### src/rtl/regfile_port_arbiter.sv
// rtl/regfile_port_arbiter.sv - core/debug arbiter for the shared regfile operand port
// Optional feature macro: ARB_STALL_CNT_EN (adds o_core_stall_cnt).
module regfile_port_arbiter #(
    parameter int W        = 8,
    parameter int A        = 4,
    parameter int MAX_WAIT = 4
) (
    input  logic         i_clk,
    input  logic         i_rst_n,
    input  logic         i_core_req,
    input  logic         i_core_we,
    input  logic [A-1:0] i_core_addr,
    input  logic [W-1:0] i_core_wdata,
    output logic         o_core_gnt,
    output logic         o_core_rvalid,
    output logic         o_core_err,
    input  logic         i_dbg_req,
    input  logic         i_dbg_we,
    input  logic [A-1:0] i_dbg_addr,
    input  logic [W-1:0] i_dbg_wdata,
    output logic         o_dbg_gnt,
    output logic         o_dbg_rvalid,
    output logic         o_dbg_err,
    output logic [W-1:0] o_rdata,
    output logic [A-1:0] o_rf_raddr,
    output logic [W-1:0] o_rf_data_in,
    output logic         o_rf_write_r0,
    output logic         o_rf_gen_reg_write,
    input  logic [W-1:0] i_rf_data_operand
`ifdef ARB_STALL_CNT_EN
    ,
    output logic [15:0]  o_core_stall_cnt
`endif
);

    localparam logic [3:0]   LP_MAX_WAIT = 4'(MAX_WAIT);
    localparam logic [A-1:0] LP_R1       = A'(1);

    logic [3:0]   r_wait_cnt;
    logic [A-1:0] r_rf_raddr;
    logic [W-1:0] r_rf_data_in;
    logic         r_write_r0;
    logic         r_gen_write;
    logic         r_core_err;
    logic         r_dbg_err;
    logic         r_rd_pend;
    logic         r_rd_owner;
    logic         r_core_rvalid;
    logic         r_dbg_rvalid;
    logic [W-1:0] r_rdata;

    logic         w_dbg_prio;
    logic         w_core_gnt;
    logic         w_dbg_gnt;
    logic         w_xfer;
    logic         w_sel_we;
    logic [A-1:0] w_sel_addr;
    logic [W-1:0] w_sel_wdata;

    // Grants are gated by reset so nothing is accepted while the block is held in reset.
    assign w_dbg_prio  = (r_wait_cnt == LP_MAX_WAIT);
    assign w_core_gnt  = i_rst_n & i_core_req & ~(i_dbg_req & w_dbg_prio);
    assign w_dbg_gnt   = i_rst_n & i_dbg_req & (~i_core_req | w_dbg_prio);
    assign w_xfer      = w_core_gnt | w_dbg_gnt;
    assign w_sel_we    = w_dbg_gnt ? i_dbg_we    : i_core_we;
    assign w_sel_addr  = w_dbg_gnt ? i_dbg_addr  : i_core_addr;
    assign w_sel_wdata = w_dbg_gnt ? i_dbg_wdata : i_core_wdata;

    always_ff @(posedge i_clk or negedge i_rst_n) begin
        if (!i_rst_n) begin
            r_wait_cnt <= '0;
        end else if (!i_dbg_req || w_dbg_gnt) begin
            r_wait_cnt <= '0;
        end else if (r_wait_cnt != LP_MAX_WAIT) begin
            r_wait_cnt <= r_wait_cnt + 4'd1;
        end
    end

    always_ff @(posedge i_clk or negedge i_rst_n) begin
        if (!i_rst_n) begin
            r_rf_raddr    <= '0;
            r_rf_data_in  <= '0;
            r_write_r0    <= 1'b0;
            r_gen_write   <= 1'b0;
            r_core_err    <= 1'b0;
            r_dbg_err     <= 1'b0;
            r_rd_pend     <= 1'b0;
            r_rd_owner    <= 1'b0;
            r_core_rvalid <= 1'b0;
            r_dbg_rvalid  <= 1'b0;
            r_rdata       <= '0;
        end else begin
            // R1 belongs to the branch-target logic: writes to it are refused and flagged.
            r_write_r0  <= w_xfer & w_sel_we & (w_sel_addr == '0);
            r_gen_write <= w_xfer & w_sel_we & (w_sel_addr > LP_R1);
            r_core_err  <= w_core_gnt & i_core_we & (i_core_addr == LP_R1);
            r_dbg_err   <= w_dbg_gnt & i_dbg_we & (i_dbg_addr == LP_R1);
            r_rd_pend   <= w_xfer & ~w_sel_we;
            r_rd_owner  <= w_dbg_gnt;
            if (w_xfer) begin
                r_rf_raddr   <= w_sel_addr;
                r_rf_data_in <= w_sel_wdata;
            end
            r_core_rvalid <= r_rd_pend & ~r_rd_owner;
            r_dbg_rvalid  <= r_rd_pend & r_rd_owner;
            if (r_rd_pend) begin
                r_rdata <= i_rf_data_operand;
            end
        end
    end

`ifdef ARB_STALL_CNT_EN
    logic [15:0] r_stall_cnt;

    always_ff @(posedge i_clk or negedge i_rst_n) begin
        if (!i_rst_n) begin
            r_stall_cnt <= '0;
        end else if (i_core_req && !w_core_gnt && (r_stall_cnt != 16'hFFFF)) begin
            r_stall_cnt <= r_stall_cnt + 16'd1;
        end
    end

    assign o_core_stall_cnt = r_stall_cnt;
`endif

    assign o_core_gnt         = w_core_gnt;
    assign o_dbg_gnt          = w_dbg_gnt;
    assign o_core_rvalid      = r_core_rvalid;
    assign o_dbg_rvalid       = r_dbg_rvalid;
    assign o_core_err         = r_core_err;
    assign o_dbg_err          = r_dbg_err;
    assign o_rdata            = r_rdata;
    assign o_rf_raddr         = r_rf_raddr;
    assign o_rf_data_in       = r_rf_data_in;
    assign o_rf_write_r0      = r_write_r0;
    assign o_rf_gen_reg_write = r_gen_write;

endmodule
### config.mk
export PLATFORM = sky130hd
export DESIGN_NAME = regfile_port_arbiter
export DESIGN_NICKNAME = d
export VERILOG_FILES = /design/src/rtl/regfile_port_arbiter.sv
export SDC_FILE = /design/constraint.sdc
export NUM_CORES = 1
export LEC_CHECK = 0
export ABC_AREA = 1
export CAP_MARGIN = 40
export CORE_MARGIN = 2
export CORE_UTILIZATION = 44
export CTS_CLUSTER_DIAMETER = 60
export DETAILED_ROUTE_END_ITERATION = 6
export PLACE_DENSITY = 0.84
export SETUP_SLACK_MARGIN = 0.15
export SYNTH_ARGS = -nofsm -noshare
export SYNTH_HDL_FRONTEND = slang
export SYNTH_SLANG_ARGS = --single-unit
export TNS_END_PERCENT = 30
### constraint.sdc
create_clock -name i_clk -period 2.9 [get_ports i_clk]
set_input_delay 0.435 -clock i_clk [delete_from_list [all_inputs] [get_ports i_clk]]
set_output_delay 0.435 -clock i_clk [all_outputs]
set_load 0.02 [all_outputs]
==> results.cfg <==
[outcome]
outcome = completed

[timing]
period_needed_ps = 2570
rsz0062_at_grt = no
worstMarginPinSlew_ps = 405
relSlewSlack_pct = 73.0
final.setup_skew_ps = 8.30
fin_ws_ps = 325
setup_viol = 0
tns_ps = 0
fmaxAchievable_ghz = 0.388
fin_crit_sh_pct = 88.8
slew_viol_final = 0
finalHoldViolCount = 0

[logic_synthesis]
synth_seq_cells = 32
yosysTopAreaCellShare_pct = 54.1
synth_area_leaders = dfrtp_1 (54%), nand2_1 (12%), o22ai_2 (6.8%), inv_1 (3.3%), nor2_1 (3.3%)
yosysWarnings = 0
synthesis.area_sq_um = 1480
yosys.area.top_type = dfrtp_1
syn_nets = 197
avgSynthCellArea_sq_um = 9.43
ys_types = 23
synth-seq-area-share_pct = 54.1
synthCells = 157

[setup_path]
r2r_cells = 11
critical_path_buf_inv_count = 4
worstPathArrival_ps = 2140
crit_fanout = 10
path_cells = clkdlybuf4s50_1 > nand2_1 > inv_2 > nand2_4 > inv_2 > clkdlybuf4s50_1
critPathMaxStageDelay_ps = 640
slowest_stage = clkdlybuf4s50_1
crit_family = buffers and inverters
critical_path_class = primary input to output port
r2r_start = r_wait_cnt[0]
required_ps = 2470
crit_path_start_kind = primary input
end_kind = output port
r2r-end = o_rf_gen_reg_write
r2r_slack_ps = 1190

[clocking]
cts-root-buf = clkbuf_4
cts-resized-gates = 0
clock_latency_ps = 320
clock-sinks = 32
postCtsSetupRepairBufs = 0
clkSlewWorstSetupHoldPaths_ps = 100
htreeDepth = 2
postCtsHoldBufs = 0
tritoncts = yes
cts_buffers = 5
clock_path_buffers = 2

[final_layout]
layout.nets = 270
n_fill_cell = 267
antenna_cells = 0
fin_util_pct = 68.7
drive_gt1_share_pct = 13.9
stdcell_count = 277
mostFrequentLayoutCells = clkdlybuf4s50_1 (65), nand2_1 (46), dfrtp_1 (32), inv_1 (13), nor2_1 (13)
area.growth.synth_to_final_pct = 52.4
final_common_cell = clkdlybuf4s50_1

[routing]
viasPerCell = 4.76
drcViolationCount = 0
antenna_left = 0
dr_total_vias = 1318
wl_um = 3300
firstDrtPassIters = 4
wl_per_cell_um = 11.9
drt_iter0_markers = 43

[global_routing]
grt_use_total_pct = 18.9
grt-ovfl-total = 0
grt_pass1_wl_um = 5200
antenna_found_initial = 0
grt_pass1_vias = 1248
grt_max_degree = 34

[run]
max_cap_violations = 0

[die]
core_area_sq_um = 3280
die_w_um = 62
chipHeight_um = 62
io_pins = 66
die_area_sq_um = 3840
core.rowCount = 21
start_util_pct = 45.1

[hold_path]
hold_path.class = register to register
hold_depth = 1
min_from = r_rd_owner
holdPathEnd = o_core_rvalid

[placement]
dp_cells = 269
gp_congestion = 0.822
dpl.hpwl_um = 2530
io_buffers = 65
dp_slack_ps = 334

[power_and_ir_drop]
peakVddDrop_mv = 0.247
power_density_nw_per_um2 = 509
p_total_mw = 1.15
p_leak_nw = 1.04
-- how the worst max path moves through the flow --
| stage | start | end | cells after the start |
|---|---|---|---|
| after floorplan | r_wait_cnt[0] | o_core_gnt | 5 |
| after global placement | i_dbg_req | o_dbg_gnt | 6 |
| after detailed placement | i_dbg_req | o_dbg_gnt | 6 |
| after CTS | r_wait_cnt[0] | o_dbg_gnt | 7 |
| after global routing | r_wait_cnt[0] | o_dbg_gnt | 7 |
| final | i_dbg_req | o_dbg_gnt | 6 |
-- per-stage QoR --
step	hold slack, ps	area (sq um)
floorplan	139	1480
detailed placement	429	2190
global route	484	2260
global placement	429	2190
CTS	443	2260
finish	447	2260
-- routing by layer --
metal  track usage, %  up-vias  wire length [um]
li1                 -      654                 -
met1             22.6      613              1390
met2             31.8       46              1610
met3             6.83        5               263
met4             5.47        0                38
met5                0        -                 0
-- power by group --
part           switching [mW]  internal, mW  total (mW)  leakage, nW
sequential             0.0370         0.500       0.537        0.394
combinational           0.171         0.178       0.349        0.611
clock                   0.147         0.115       0.262       0.0380
total                   0.355         0.793        1.15         1.04
-- final cells by class --
class | count | area [sq um] | area share [%]
sequential | 32 | 801 | 35.5
timing repair buffer | 68 | 673 | 29.8
multi-input combinational | 105 | 596 | 26.4
inverter | 18 | 67.6 | 3.00
tap | 46 | 57.6 | 2.55
clock buffer | 6 | 51.3 | 2.27
clock inverter | 2 | 10.0 | 0.444
-- flip-flops by register name (all words and copies together) (netlist names) --
name and flops:
o_rf_raddr 4, o_core_rvalid 1, o_rf_write_r0 1, o_dbg_rvalid 1, o_rf_data_in 8, o_core_err 1
r_wait_cnt 4, o_dbg_err 1, r_rd_owner 1, o_rdata 8, o_rf_gen_reg_write 1, r_rd_pend 1
-- Yosys cell counts, drive strengths merged --
library cell and count:
nor4 1, o21ai 6, a21oi 2, dfrtp 32
inv 17, nand3b 2, xnor2 1, buf 2
nand4 1, ha 2, nor2 13, xor2 1
nand3 10, clkinv 1, nor3 9, nand2 49
o22ai 8
-- cells by family after synthesis --
group	Yosys count	share of synthesized area, %
buffers and inverters	20	5.66
flip-flops	32	54.1
XOR/XNOR	2	1.18
AO/OA/AOI/OAI	16	9.98
AND/OR/NAND/NOR	85	27.4
adder cells (fa/ha/maj)	2	1.69
Note: power is estimated with default switching activity, not from simulation.
